--- config.mk ---
export PLATFORM = sky130hd
export DESIGN_NAME = muldiv_unit
export DESIGN_NICKNAME = d
export VERILOG_FILES = /design/src/rtl/muldiv_unit.sv
export SDC_FILE = /design/constraint.sdc
export NUM_CORES = 1
export LEC_CHECK = 0
export CAP_MARGIN = 0
export CORE_AREA = 10 10 209 211
export CTS_BUF_LIST = sky130_fd_sc_hd__clkbuf_8
export CTS_CLUSTER_DIAMETER = 30
export DETAILED_ROUTE_END_ITERATION = 12
export DIE_AREA = 0 0 219 221
export HOLD_SLACK_MARGIN = 0.08
export SYNTH_ARGS = -nofsm -noshare
export SYNTH_HDL_FRONTEND = slang
export SYNTH_SLANG_ARGS = --single-unit
--- constraint.sdc ---
create_clock -name CLK -period 8.55 [get_ports CLK]
set_input_delay 2.1375 -clock CLK [delete_from_list [all_inputs] [get_ports CLK]]
set_output_delay 2.1375 -clock CLK [all_outputs]
set_load 0.05 [all_outputs]
--- src/rtl/muldiv_unit.sv ---
// Iterative 32-bit multiply/divide with HI/LO; result visible 33 cycles after start.
// No backpressure: start/MTHI/MTLO are simply ignored while busy.
module muldiv_unit (
   input  logic        CLK,
   input  logic        RESETn,
   input  logic        start,
   input  logic [1:0]  op,
   input  logic [31:0] operandA,
   input  logic [31:0] operandB,
   input  logic        writeHi,
   input  logic        writeLo,
   output logic        busy,
   output logic        done,
   output logic [31:0] hi,
   output logic [31:0] lo
);

   typedef enum logic [1:0] {S_IDLE, S_RUN, S_FIX} state_t;

   state_t      state_q, state_d;
   logic [4:0]  cnt_q, cnt_d;
   logic        is_div_q, is_div_d;
   logic        sign_a_q, sign_a_d;
   logic        sign_b_q, sign_b_d;
   logic [31:0] a_q, a_d;
   logic [31:0] b_q, b_d;
   logic [63:0] acc_q, acc_d;
   logic [31:0] hi_q, hi_d;
   logic [31:0] lo_q, lo_d;
   logic        busy_q, busy_d;
   logic        done_q, done_d;

   logic [32:0] rem_sh;
   logic [32:0] rem_sub;
   logic [32:0] sum;
   logic [63:0] prod;

   always_comb begin
      state_d  = state_q;
      cnt_d    = cnt_q;
      is_div_d = is_div_q;
      sign_a_d = sign_a_q;
      sign_b_d = sign_b_q;
      a_d      = a_q;
      b_d      = b_q;
      acc_d    = acc_q;
      hi_d     = hi_q;
      lo_d     = lo_q;
      rem_sh   = '0;
      rem_sub  = '0;
      sum      = '0;
      prod     = '0;

      case (state_q)
         S_IDLE: begin
            if (start) begin
               is_div_d = op[1];
               sign_a_d = op[0] & operandA[31];
               sign_b_d = op[0] & operandB[31];
               a_d      = (op[0] & operandA[31]) ? -operandA : operandA;
               b_d      = (op[0] & operandB[31]) ? -operandB : operandB;
               acc_d    = '0;
               cnt_d    = '0;
               state_d  = S_RUN;
            end else begin
               if (writeHi) hi_d = operandA;
               if (writeLo) lo_d = operandA;
            end
         end
         S_RUN: begin
            if (is_div_q) begin
               // acc holds {remainder, quotient}; dividend bits enter MSB first
               rem_sh  = {acc_q[63:32], a_q[~cnt_q]};
               rem_sub = rem_sh - {1'b0, b_q};
               if (rem_sh >= {1'b0, b_q})
                  acc_d = {rem_sub[31:0], acc_q[30:0], 1'b1};
               else
                  acc_d = {rem_sh[31:0], acc_q[30:0], 1'b0};
            end else begin
               sum   = {1'b0, acc_q[63:32]} + {1'b0, (b_q[0] ? a_q : 32'd0)};
               acc_d = {sum, acc_q[31:1]};
               b_d   = {1'b0, b_q[31:1]};
            end
            cnt_d = cnt_q + 5'd1;
            if (cnt_q == 5'd31) state_d = S_FIX;
         end
         S_FIX: begin
            if (is_div_q) begin
               if (b_q == 32'd0) begin
                  // a_q holds |A|; re-applying the sign recovers the raw dividend
                  lo_d = 32'hFFFF_FFFF;
                  hi_d = sign_a_q ? -a_q : a_q;
               end else begin
                  lo_d = (sign_a_q ^ sign_b_q) ? -acc_q[31:0] : acc_q[31:0];
                  hi_d = sign_a_q ? -acc_q[63:32] : acc_q[63:32];
               end
            end else begin
               prod = (sign_a_q ^ sign_b_q) ? -acc_q : acc_q;
               hi_d = prod[63:32];
               lo_d = prod[31:0];
            end
            state_d = S_IDLE;
         end
         default: state_d = S_IDLE;
      endcase

      busy_d = (state_d != S_IDLE);
      done_d = (state_q == S_FIX);
   end

   always_ff @(posedge CLK or negedge RESETn) begin
      if (!RESETn) begin
         state_q  <= S_IDLE;
         cnt_q    <= '0;
         is_div_q <= 1'b0;
         sign_a_q <= 1'b0;
         sign_b_q <= 1'b0;
         a_q      <= '0;
         b_q      <= '0;
         acc_q    <= '0;
         hi_q     <= '0;
         lo_q     <= '0;
         busy_q   <= 1'b0;
         done_q   <= 1'b0;
      end else begin
         state_q  <= state_d;
         cnt_q    <= cnt_d;
         is_div_q <= is_div_d;
         sign_a_q <= sign_a_d;
         sign_b_q <= sign_b_d;
         a_q      <= a_d;
         b_q      <= b_d;
         acc_q    <= acc_d;
         hi_q     <= hi_d;
         lo_q     <= lo_d;
         busy_q   <= busy_d;
         done_q   <= done_d;
      end
   end

   assign busy = busy_q;
   assign done = done_q;
   assign hi   = hi_q;
   assign lo   = lo_q;

endmodule

# After elaboration in Yosys (flattened, before gate mapping)
# Index checks and enable logic that the tools add are counted.
# word_totals
reg_bits	204
input_bits	71
out_inout_bits	66
wordCells	76
# classes
n_addsub	9
order_cmp	2
eq_ne	8
n_mux	31
bitwise_logic	4
n_reduce_logical	10
# ops
op	n
two-way mux 32 bit	16
two-way mux 64 bit	4
one-hot mux 32 bit (2 select lines)	3
negator 32 bit	5
one-hot mux 64 bit (2 select lines)	1
negator 64 bit	1
adder 32 x 32 -> 33 bit	1
greater-or-equal comparator 33 x 32 -> 1 bit	1
logical NOT 32 bit	1
subtractor 32 bit	1
!= test 2 bit (second input constant)	5
one-hot mux 5 bit (2 select lines)	1
AND reduction 3 bit	3
< comparator 5 x 6 -> 1 bit (second input constant)	1
nonzero test 2 bit	3
adder 5 x 1 -> 5 bit (second input constant)	1
binary-select mux 1 bit (select 5 bit)	1
== test 5 bit (second input constant)	1
two-way mux 5 bit	1
inverter 5 bit	1
two-way mux 2 bit	2
one-hot mux 2 bit (2 select lines)	1
AND reduction 2 bit	2
bitwise AND 1 bit	2
5 further kinds	5

# Logic depth before layout (Yosys ltp)
# Gate-level depths: netlist of run 1.
# depth
word_depth	7
depth_mapped	20
ltp_nobuf	17

# Least setup slack after synthesis of run 1
# Ideal clock, no wire load.
# synth_path
kind	reg2reg
from	reg cnt_q[0]
to	reg acc_q[58]
setup_time_ns	0.094
t_arrival_ns	4.552
required_time_ns	8.456
slack_ns	3.904
path_stages_with_launch	21
n_path_buf	3
period_less_slack_ns	4.646
path_cell_list	dfrtp_1 -> clkbuf_1 -> clkbuf_1 -> mux2i_1 -> o221ai_1 -> o22ai_1 -> a21oi_1 -> a21oi_1 -> ha_1 -> inv_1 -> fa_1 -> a211oi_1 -> o21bai_1 -> a221o_1 -> a21oi_1 -> nor4_1 -> or4_1 -> clkbuf_1 -> mux2i_1 -> a2111o_1 -> a211oi_1
# synth_via
elab_chain_cells	7
elab_cells_between_ends	8
classes_between	add/sub (1); order compare (1); mux (5); bitwise (1)
# synth_lines
element	line	text
from (decl)	21	logic [4:0] cnt_q, cnt_d;
from (signal assigned)	127	cnt_q <= cnt_d;
inverter 5 bit *	73	rem_sh = {acc_q[63:32], a_q[~cnt_q]};
binary-select mux 1 bit (select 5 bit) *	73	
two-way mux 1 bit (not written as such) *	73	
subtractor 32 bit or greater-or-equal comparator 33 x 32 -> 1 bit (tied branches)	74, 75	
two-way mux 64 bit *	75	if (rem_sh >= {1'b0, b_q})
two-way mux 64 bit *	71	if (is_div_q) begin
one-hot mux 64 bit (2 select lines) *	54	case (state_q)
to (signal assigned)	120	acc_q <= '0;
to (signal assigned)	133	acc_q <= acc_d;
to (decl)	27	logic [63:0] acc_q, acc_d;
# Every way passes the cells marked *; elsewhere a longest branch is shown, timed or not. The select of a mux whose other input is x is not followed.
# A chain may end at the register's enable or synchronous reset.

# Worst setup path after layout of run 1
# Same ends and word-level chain as after synthesis.

==> results.md, run 1 <==
* Critical path arrival at 5.92 ns
* Max Fclk at ~190 MHz
* Max-cap violations at 0
* Worst Hold Class: reg2reg
* Number of flops mapped to enable cells by yosys at 0
* Skew-Pair Late Insertion Delay at 0.66 ns
* Setup Total Neg Slack at 0 ns
* Fin crit period at 5.34 ns
* Hold_ws at 0.512 ns
* Num CTS Buffers at just under 60
* Die area at approximately 0.048 mm2
* Pwr dens at 457 mW/mm2
* Final Hold Fails at 0
* First DRT Iteration DRCs at 1765
* Initial Util at 0.446
* Gate Count Post-Synth at 2217
* Antenna diodes at 0
* Placed wire-length estimate at ~44 mm
* Global-route wire length before repair at 97.4 mm
* Area Growth Syn to Fin at 17.3%
* Synthesized cell area at 0.0176 mm2
* CTS tree: yes
* Row Count at 73
* Status: finished, final reports clean
* DR pass1 iterations at 9
* Post-DRT Antenna Nets at 0
* Startpoint Class: register
* GRT Total Usage at 0.248
* Final cell count without fillers at roughly 2.8k
* Post-synthesis sequential area ratio at 0.290
* Prevailing post-synth register cell: dfrtp_1
* Count of different cell masters after synthesis at 81
* Yosys reg bits at about 200
* CP Capture Type: register
* CP delay by family, top: compound AO/OA/AOI/OAI gates
* Die span in y at 221 um
* Worst-margin pin slew at around 1.2 ns
* Vias/cell at 6.24
* Clock slew at reported path FFs at 0.06 ns
* Most frequent cells in the layout: 231 x o21ai_0, 222 x nand2_1, 202 x dfrtp_1, 189 x a21oi_1, 139 x nor2_1
* Ports at about 140
* Post-CTS setup buffer count at 0
* Area after DPL at slightly below 0.02 mm2
* Max-Slew Margin vs Limit at 0.175
* Commonest non-fill, non-tap cell in the layout: o21ai_0
* Layout Skew at 0.0255 ns
* Vias in the first global route at 17.0k
* Crit path top cell by count: a211oi_1
* CP cell instances: mux4_2, o22ai_1, a211oi_1, a21oi_1, ha_1, inv_1, fa_1, a211oi_1, o21bai_1, a221o_1, a21oi_1, nor4_1, or4_1, mux2i_1, a2111o_1, a211oi_1
* CP bufs+invs at 1
* Core area at 0.0395 mm2
* Port Buf Inserts at 136
* Resized Gates After CTS at 0
* LEAKAGE at around 8.5 nW
* Final Setup Violations at 0
* Nets@finish at 2419
* Hold-fix buffers, CTS at 0
* RSZ-0062 raised after global routing: no
* Crit path required time at 9.13 ns
* Fillers at 3838
* Mean Syn Cell Area at 7.93 um2
* Count of pins over their slew limit at 0
* DRC at 0
* WL/cell at roughly 22 um
* Grt ovf at 0
* Post-synth ARST share at 1.00
* Syn_nets at 2362
* CP Max Fanout at 16
* Dpl cells at about 2.7k
* Clock Tree Buf Depth at 3
* Gpl congestion at 0.908
* Die Width at 219 um
* Max H-tree Level at 2
* Tot Pwr at 9.43 mW
* WS Path Type: reg2reg
* Clk sinks at just over 200
* WL final at between 60 and 70 mm
* Root Driver: clkbuf_8
* Largest net degree at the start of global routing at 136
* Max VDD drop at 355 uV
* Final period util at 0.625
* Worst path max stage delay at 0.79 ns
* Ys Warns at 0
* Cell area after layout at 0.0206 mm2
* Layout cells sized above 1 at 0.0742
* Initial antenna violation count at 0
* Critical path's slowest cell: dfrtp_1
* Vias at 17.8k
## cell type report
class	count	area, um2	share of cell area
clock buffer	69	950	0.0460
timing repair buffer	162	1570	0.0762
sequential	204	5110	0.247
multi-input combinational	1776	11600	0.564
tap	525	657	0.0318
clock inverter	36	434	0.0210
inverter	72	270	0.0131
## cell families after synthesis
kind of cell | share of synthesized area
compound gates | 0.260
xor+xnor | 0.0921
simple gates | 0.198
flops | 0.290
buf+inv | 0.0515
fa+ha+maj | 0.0535
mux | 0.0548
## flip-flops by register name (all words and copies together), names as in the netlist
| name | cells |
|---|---|
| a_q | 32 |
| acc_q | 64 |
| b_q | 32 |
| busy | 1 |
| cnt_q | 5 |
| done | 1 |
| hi | 32 |
| is_div_q | 1 |
| lo | 32 |
| sign_a_q | 1 |
| sign_b_q | 1 |
| state_q | 2 |
## routing by layer
metal,GRT usage,up-vias,share of wire
met3,0.0509,105,0.074
met5,0,-,0
met1,0.352,8696,0.46
li1,-,8283,-
met4,0.0791,0,0.028
met2,0.369,674,0.44
## worst register-to-register path, cell delays in order, from the launching register on
cell      delay, ns
dfrtp_1        0.79
mux4_2         0.60
o22ai_1        0.19
a211oi_1       0.09
a21oi_1        0.39
ha_1           0.25
inv_1          0.05
fa_1           0.42
a211oi_1       0.22
o21bai_1       0.17
a221o_1        0.36
a21oi_1        0.25
nor4_1         0.10
or4_1          0.66
mux2i_1        0.18
a2111o_1       0.35
a211oi_1       0.19
## cell usage after synthesis, types with 67 or more instances
master,number,area (um2)
nand3_1,74,370
inv_1,72,270
a21oi_1,189,946
nand2_1,223,837
dfrtp_1,204,5100
xor2_1,85,744
ha_1,72,901
o21ai_0,231,1160
mux2i_1,67,671
clkbuf_1,141,529
xnor2_1,100,876
nor2_1,141,529
## per-stage QoR
step	setup WS, ns	util
finish	3.21	0.523
global route	3.01	0.523
CTS	3.26	0.523
detailed placement	3.29	0.488
global placement	3.32	0.488
floorplan	3.90	-
## power by group
group	switching [mW]	total (mW)	leakage, nW	internal, mW
clock network	0.555	1.59	0.742	1.03
logic	3.36	5.62	5.18	2.26
registers	0.812	2.22	2.55	1.41
## worst paths after layout
path                            startpoint         to  slack (ns)  cells after the start
worst max-delay path              cnt_q[0]  acc_q[58]        3.21                     16
worst min-delay path                lo[12]     lo[12]        0.51                      1
worst max register to register    cnt_q[0]  acc_q[58]        3.21                     16
worst min register to register      lo[12]     lo[12]        0.51                      1
max in group asynchronous           RESETn     hi[14]        5.82                      2
min in group asynchronous           RESETn    b_q[27]        1.47                      1
(Power assumes the default switching activity.)
==> inputs of run 2 (changes only) <==
--- a/config.mk
+++ b/config.mk
@@ -12,6 +12,7 @@
 export DETAILED_ROUTE_END_ITERATION = 12
 export DIE_AREA = 0 0 219 221
 export HOLD_SLACK_MARGIN = 0.08
+export PLACE_DENSITY = 0.66
 export SYNTH_ARGS = -nofsm -noshare
 export SYNTH_HDL_FRONTEND = slang
 export SYNTH_SLANG_ARGS = --single-unit
==> constraint.sdc (replaced) <==
create_clock -name CLK -period 4.7 [get_ports CLK]
set_input_delay 1.175 -clock CLK [delete_from_list [all_inputs] [get_ports CLK]]
set_output_delay 1.175 -clock CLK [all_outputs]
set_load 0.05 [all_outputs]
==> run 2 against run 1 <==
Utilization is 2.1 points higher; register-to-register slack worse by 3.0 ns; count of clock-buffer cells in the layout stayed put; largest power group unchanged; clock power is 110% higher; clock skew is 0.017 ns higher; final area is 4.1% higher; sequential power is 66% higher; first-iteration DRC count is 8.1% higher; highest routed layer unchanged; combinational power is 100% higher; non-clock buffer count is 67 higher.
==> results.md, run 2 (synthesis gave the netlist of run 1 again) <==
* Status: finished, final reports clean
* Clock slew at reported path FFs at 0.05 ns
* Worst-margin pin slew at around 1.1 ns
* Skew-Pair Late Insertion Delay at 0.70 ns
* Sw Ratio at 0.488
* Final period util at 0.956
* Die Width at 219 um
* DR pass1 iterations at 7
* R2R depth at 16
* Largest register FFs at 64
* Most frequent cells in the layout: 231 x o21ai_0, 222 x nand2_1, 201 x dfrtp_1, 187 x a21oi_1, 139 x nor2_1
* Global-route wire length before repair at 102 mm
* Max VDD drop at 515 uV
* Die span in y at 221 um
* Vias at 18.2k
* Final Setup Violations at 0
* RSZ-0062 raised after global routing: no
* Final Hold Fails at 0
* CP Capture Type: register
* LEAKAGE at 8.91 nW
* Vias/cell at around 6.2
* Max H-tree Level at 2
* Core area at 0.0395 mm2
* P_sw at 8.99 mW
* Post-DRT Antenna Nets at 0
* Clock power share at 0.185
* Initial Util at 0.446
* Largest Register: acc_q
* Vias in the first global route at 17.6k
* Max-cap violations at 0
* Crit path required time at 5.28 ns
* Clk sinks at 204
* Initial antenna violation count at 0
* Core Util, Final at 0.544
* Flop pwr share at 0.200
* Combinational share of power at 0.615
* Startpoint Class: register
* Max Fclk at 222 MHz
* WS Path Type: reg2reg
* WL final at between 60 and 70 mm
* First DRT Iteration DRCs at 1908
* Die area at 0.0484 mm2
* Area Growth Syn to Fin at 22.1%
* Largest net degree at the start of global routing at 86
* Root Driver: clkbuf_8
* WL/cell at 22.4 um
* Layout Skew at approximately 0.043 ns
* Worst Hold Class: reg2reg
* Count of pins over their slew limit at 0
* Grt ovf at 0
* Antenna diodes at 0
* Row Count at 73
* Gpl congestion at 0.966
* Fin crit period at between 4 and 5 ns
* Clock Tree Buf Depth at 3
* Critical path arrival at 5.07 ns
* Commonest non-fill, non-tap cell in the layout: o21ai_0
* Port Buf Inserts at 136
* Tot Pwr at 18.4 mW
* Layout cells sized above 1 at 0.108
* Pwr dens at 858 mW/mm2
* Pint at between 9 and 10 mW
* CP Max Fanout at 5
* Ports at 137
* Max-Slew Margin vs Limit at 0.270
* CTS tree: yes
* Nets@finish at 2488
* GRT Total Usage at 0.262
* Placed wire-length estimate at 47.8 mm
* DRC at 0
* Num CTS Buffers at 60
* WHS Path Cells at 1
* Post-CTS setup buffer count at 0
## run 2: changes by cell type in the layout (fill, tap and decap cells not counted), moves of 3 or more
cell / delta
clkinvlp_4: +3
buf_4: +63
bufinv_16: +7
buf_12: +3
inv_1: -4
## run 2: repair_timing
item                                    4_1_cts  5_1_grt
cloned                                        0        1
pin swaps                                     1        4
hold buffers                                  0        0
endpoints found under the setup margin        3        4
resized for setup                             3        8
## run 2: area by class of cell
class                   instances  area (um2)
clock inverters                41         673
fillers                      3762       18000
multi-input cells            1776       11700
clock buffers                  69         950
flip-flops and latches        204        5110
repair buffers                229        2130
well taps                     525         657
inverters                      72         270
## run 2: worst max-delay path, stage by stage (launching register included)
cell and delay, ns:
dfrtp_2 0.47, mux4_2 0.57, o22ai_1 0.19, a211oi_1 0.08
a21oi_2 0.25, ha_2 0.24, inv_1 0.05, fa_2 0.34
a211oi_2 0.27, o21bai_2 0.14, a221o_1 0.34, a21oi_2 0.19
nor4_1 0.09, or4_4 0.47, mux2i_1 0.14, a2111o_1 0.35
a211oi_2 0.18
## run 2: worst paths after layout
kind                           from   endpoint  slack (ns)
min reg2reg                  lo[21]     lo[21]        0.51
min in group asynchronous    RESETn     lo[30]        0.54
max                        cnt_q[0]  acc_q[58]        0.21
max in group asynchronous    RESETn     b_q[6]        3.17
max reg2reg                cnt_q[0]  acc_q[58]        0.21
min                          lo[21]     lo[21]        0.51
## run 2: per-stage QoR
step | setup TNS, ns | hold WS (ns) | cell area (um2) | setup slack, ns | instances
2_1_floorplan | 0 | 0.489 | 17600 | 0.0536 | 2217
3_3_place_gp | -0.0716 | 0.501 | 19800 | -0.0716 | 2805
3_5_place_dp | -0.172 | 0.499 | 19800 | -0.141 | 2805
4_1_cts | 0 | 0.520 | 21400 | 0.0845 | 2915
5_1_grt | 0 | 0.538 | 21500 | 0.00462 | 2916
6_report | 0 | 0.513 | 21500 | 0.205 | 2916
## run 2: power groups by stage
stage          logic (mW)  clock network (mW)  registers (mW)
2_1_floorplan        7.01                   0            4.18
3_3_place_gp         10.9                   0            3.65
3_5_place_dp         11.0                   0            3.68
4_1_cts              11.1                3.44            3.67
5_1_grt              12.3                3.53            3.81
6_report             11.3                3.41            3.69
## run 2: routing by layer
metal	GRT usage	share of wire	vias up
met5	0	0	-
met4	0.0862	0.030	0
met3	0.0629	0.087	145
met2	0.395	0.44	835
met1	0.359	0.44	8801
li1	-	-	8423
==> variant: new RTL, settings of run 2 <==
Take the reset off `a_q`, `b_q`, `hi_q` and `lo_q` and load them in a clocked block of their own.
--- a/src/rtl/muldiv_unit.sv
+++ b/src/rtl/muldiv_unit.sv
@@ -115,11 +115,7 @@
          is_div_q <= 1'b0;
          sign_a_q <= 1'b0;
          sign_b_q <= 1'b0;
-         a_q      <= '0;
-         b_q      <= '0;
          acc_q    <= '0;
-         hi_q     <= '0;
-         lo_q     <= '0;
          busy_q   <= 1'b0;
          done_q   <= 1'b0;
       end else begin
@@ -128,14 +124,17 @@
          is_div_q <= is_div_d;
          sign_a_q <= sign_a_d;
          sign_b_q <= sign_b_d;
-         a_q      <= a_d;
-         b_q      <= b_d;
          acc_q    <= acc_d;
-         hi_q     <= hi_d;
-         lo_q     <= lo_d;
          busy_q   <= busy_d;
          done_q   <= done_d;
       end
+   end
+
+   always_ff @(posedge CLK) begin
+      a_q  <= a_d;
+      b_q  <= b_d;
+      hi_q <= hi_d;
+      lo_q <= lo_d;
    end
 
    assign busy = busy_q;
Function: changed (a bounded check fails within 4 cycles, from zero or initial values and one cycle with RESETn low).
==> variant against run 2 <==
- design area shrank 4.8%
- routed wire length shrank 9.4%
- area after synthesis shrank 1.8%
- setup slack gained 0.12 ns
- clock power shrank 25%
- sequential cell count is the same
- power shrank 13%
- largest power group unchanged
==> variant: results (changes against run 2) <==
stage	metric	value	unit	change
min_path	Worst Hold Path EP	acc_q[28]		
synthesis	most frequent cells after synthesis	nand2_1, o21ai_0, nor2_1		
finish	share of cells above drive strength 1	8.557	%	-2.2 points
grt	largest net degree at the start of global routing	67		-22%
grt	initial antenna violation count	1		+1
placed_design	HPWL Detailed	45140	um	-5.6%
route	Top Metal Used	met4		
clock_network	Worst-Skew Late Latency	0.66	ns	-0.04 ns
grt	GRT Overall Usage	23.93	%	-2.2 points
sta	Fin Hold WS	0.5798	ns	+0.06658 ns
synthesis	asr flop ratio synth	37.25	%	-63 points
finish	max reg flops	64		unchanged
synthesis	top cells by area, synth	edfxtp_1, dfrtp_1, o21ai_0, ha_1, xnor2_1		
synthesis	Seq/Total Area, Yosys	33.28	%	+4.3 points
power	P_leak	7.908	nW	-11%
route	DRT Pass-1 Iters	8		+1
critical_path	R2R setup slack	0.32	ns	+0.12 ns
clock_network	Reg clk slew, reported paths	0.06	ns	
grt	global-route wire length before repair	92590	um	-9.2%
min_path	hold_sp	acc_q[28]		
clock_network	cts bufs inserted	53		-12%
critical_path	Worst EP arrival	4.91	ns	-0.16 ns
route	drc violations	0		unchanged
sta	max_slew headroom	17.49	%	-9.5 points
clock_network	post-CTS sizing	0		-3
route	initial detailed-routing violation count	1781		-6.7%
synthesis	syn nets	2228		-5.7%
route	routed len/inst	21.49	um	-4.2%
placed_design	Port Buffers	136		unchanged
power	peak supply drop	0.4728	mV	-8.1%
clock_network	Post-CTS Hold Fix Bufs	0		unchanged
route	met3 wire length	4473	um	-21%
route	vias per inst	6.083		-2.6%
power	Int Pwr	0.008105	W	-14%
critical_path	worst reg2reg path depth	17		+1
grt	vias in the first global route	15920		-9.7%
critical_path	Crit Reg-Reg Endpoint	acc_q[62]		
synthesis	top_reg_cell synth	edfxtp_1		
clock_network	H-tree depth	2		unchanged
placed_design	placer congestion estimate	0.9680		+0.23%
placed_design	Area after DPL	19210	um2	-2.9%
route	Routed met1 length	26540	um	-7.5%
status	status	complete, no violations		
min_path	Hold Path Stages	2		+1
synthesis	yosys warns	0		unchanged
clock_network	clock buffer depth	3		unchanged
finish	Net count, final	2333		-6.2%
synthesis	Netlist cell types	76		-6.2%
synthesis	number of synthesized flops with an enable pin	128		+128
sta	final setup fails	0		unchanged
route	WL met2	26700	um	-8.1%
critical_path	worst r2r src	cnt_q[1]		
sta	clock skew	0.04232	ns	-0.0004473 ns
critical_path	Max FO, Critical Path	9		+4
variant: cell count changes after synthesis, sizes merged, moves of 21 or more:
cell / run 2 / this run
dfrtp: 204 / 76
edfxtp: 0 / 128
o21ai: 234 / 191
nor2: 142 / 181
a221o: 36 / 8
nand3: 74 / 46
clkbuf: 142 / 121
variant: worst max path at each step:
stage / startpoint / to / cells after the start
2_1_floorplan: cnt_q[0] / acc_q[54] / 19
3_3_place_gp: cnt_q[1] / acc_q[54] / 16
3_5_place_dp: cnt_q[1] / acc_q[54] / 16
4_1_cts: cnt_q[1] / acc_q[54] / 16
5_1_grt: cnt_q[1] / acc_q[62] / 17
6_report: cnt_q[1] / acc_q[62] / 17
variant: area by class of cell:
cell class,count,area [um2]
Tap cell,525,656.9
Antenna cell,1,2.502
Timing Repair Buffer,186,1747
Sequential cell,204,5749
Inverter,64,240.2
Clock buffer,56,770.7
Fill cell,3788,19020
Clock inverter,43,439.2
Multi-Input combinational cell,1679,10840
variant: logic make-up (layout without fill, tap and decap cells):
family                   count (synthesis)  in the layout  synth area share (%)
adder cells (fa/ha/maj)                 74             74                 5.450
buffers and inverters                  200            349                 4.385
AND/OR/NAND/NOR                        712            712                 19.84
flip-flops                             204            204                 33.28
other                                    0              1                     0
XOR/XNOR                               187            187                 9.487
multiplexers                            70             70                 4.718
AO/OA/AOI/OAI                          636            636                 22.84
variant: worst max-delay path, stage by stage (launching register included):
cell and delay (ns):
dfrtp_1 0.55, nand2b_1 0.31, o221ai_1 0.28, o22ai_1 0.14
a211oi_1 0.36, a21oi_2 0.11, ha_1 0.21, inv_1 0.08
fa_1 0.22, a21oi_1 0.12, o2111ai_1 0.29, a41oi_2 0.21
o21ai_0 0.43, a31oi_2 0.19, o41ai_1 0.34, xnor2_1 0.16
mux2i_1 0.09, o211ai_1 0.17
variant: metal layers:
metal / vias up / track usage, %
li1: 7900 / -
met5: - / 0
met1: 8084 / 33.77
met4: 0 / 8.158
met2: 690 / 36.51
met3: 102 / 3.547
variant: stage by stage:
step                util (%)  instances  setup WS (ns)
floorplan                  -       2083         0.5476
global placement       48.69       2658         0.2539
detailed placement     48.69       2658         0.1717
CTS                    51.75       2757         0.1612
global route           51.80       2758       0.003324
finish                 51.80       2758         0.3225
variant: power groups by stage:
stage	combinational, W	sequential (W)	clock [W]
floorplan	0.00739	0.00308	0
global placement	0.00949	0.00363	0
detailed placement	0.00959	0.00365	0
CTS	0.00966	0.00362	0.00259
global route	0.0108	0.00372	0.00268
finish	0.00980	0.00364	0.00255
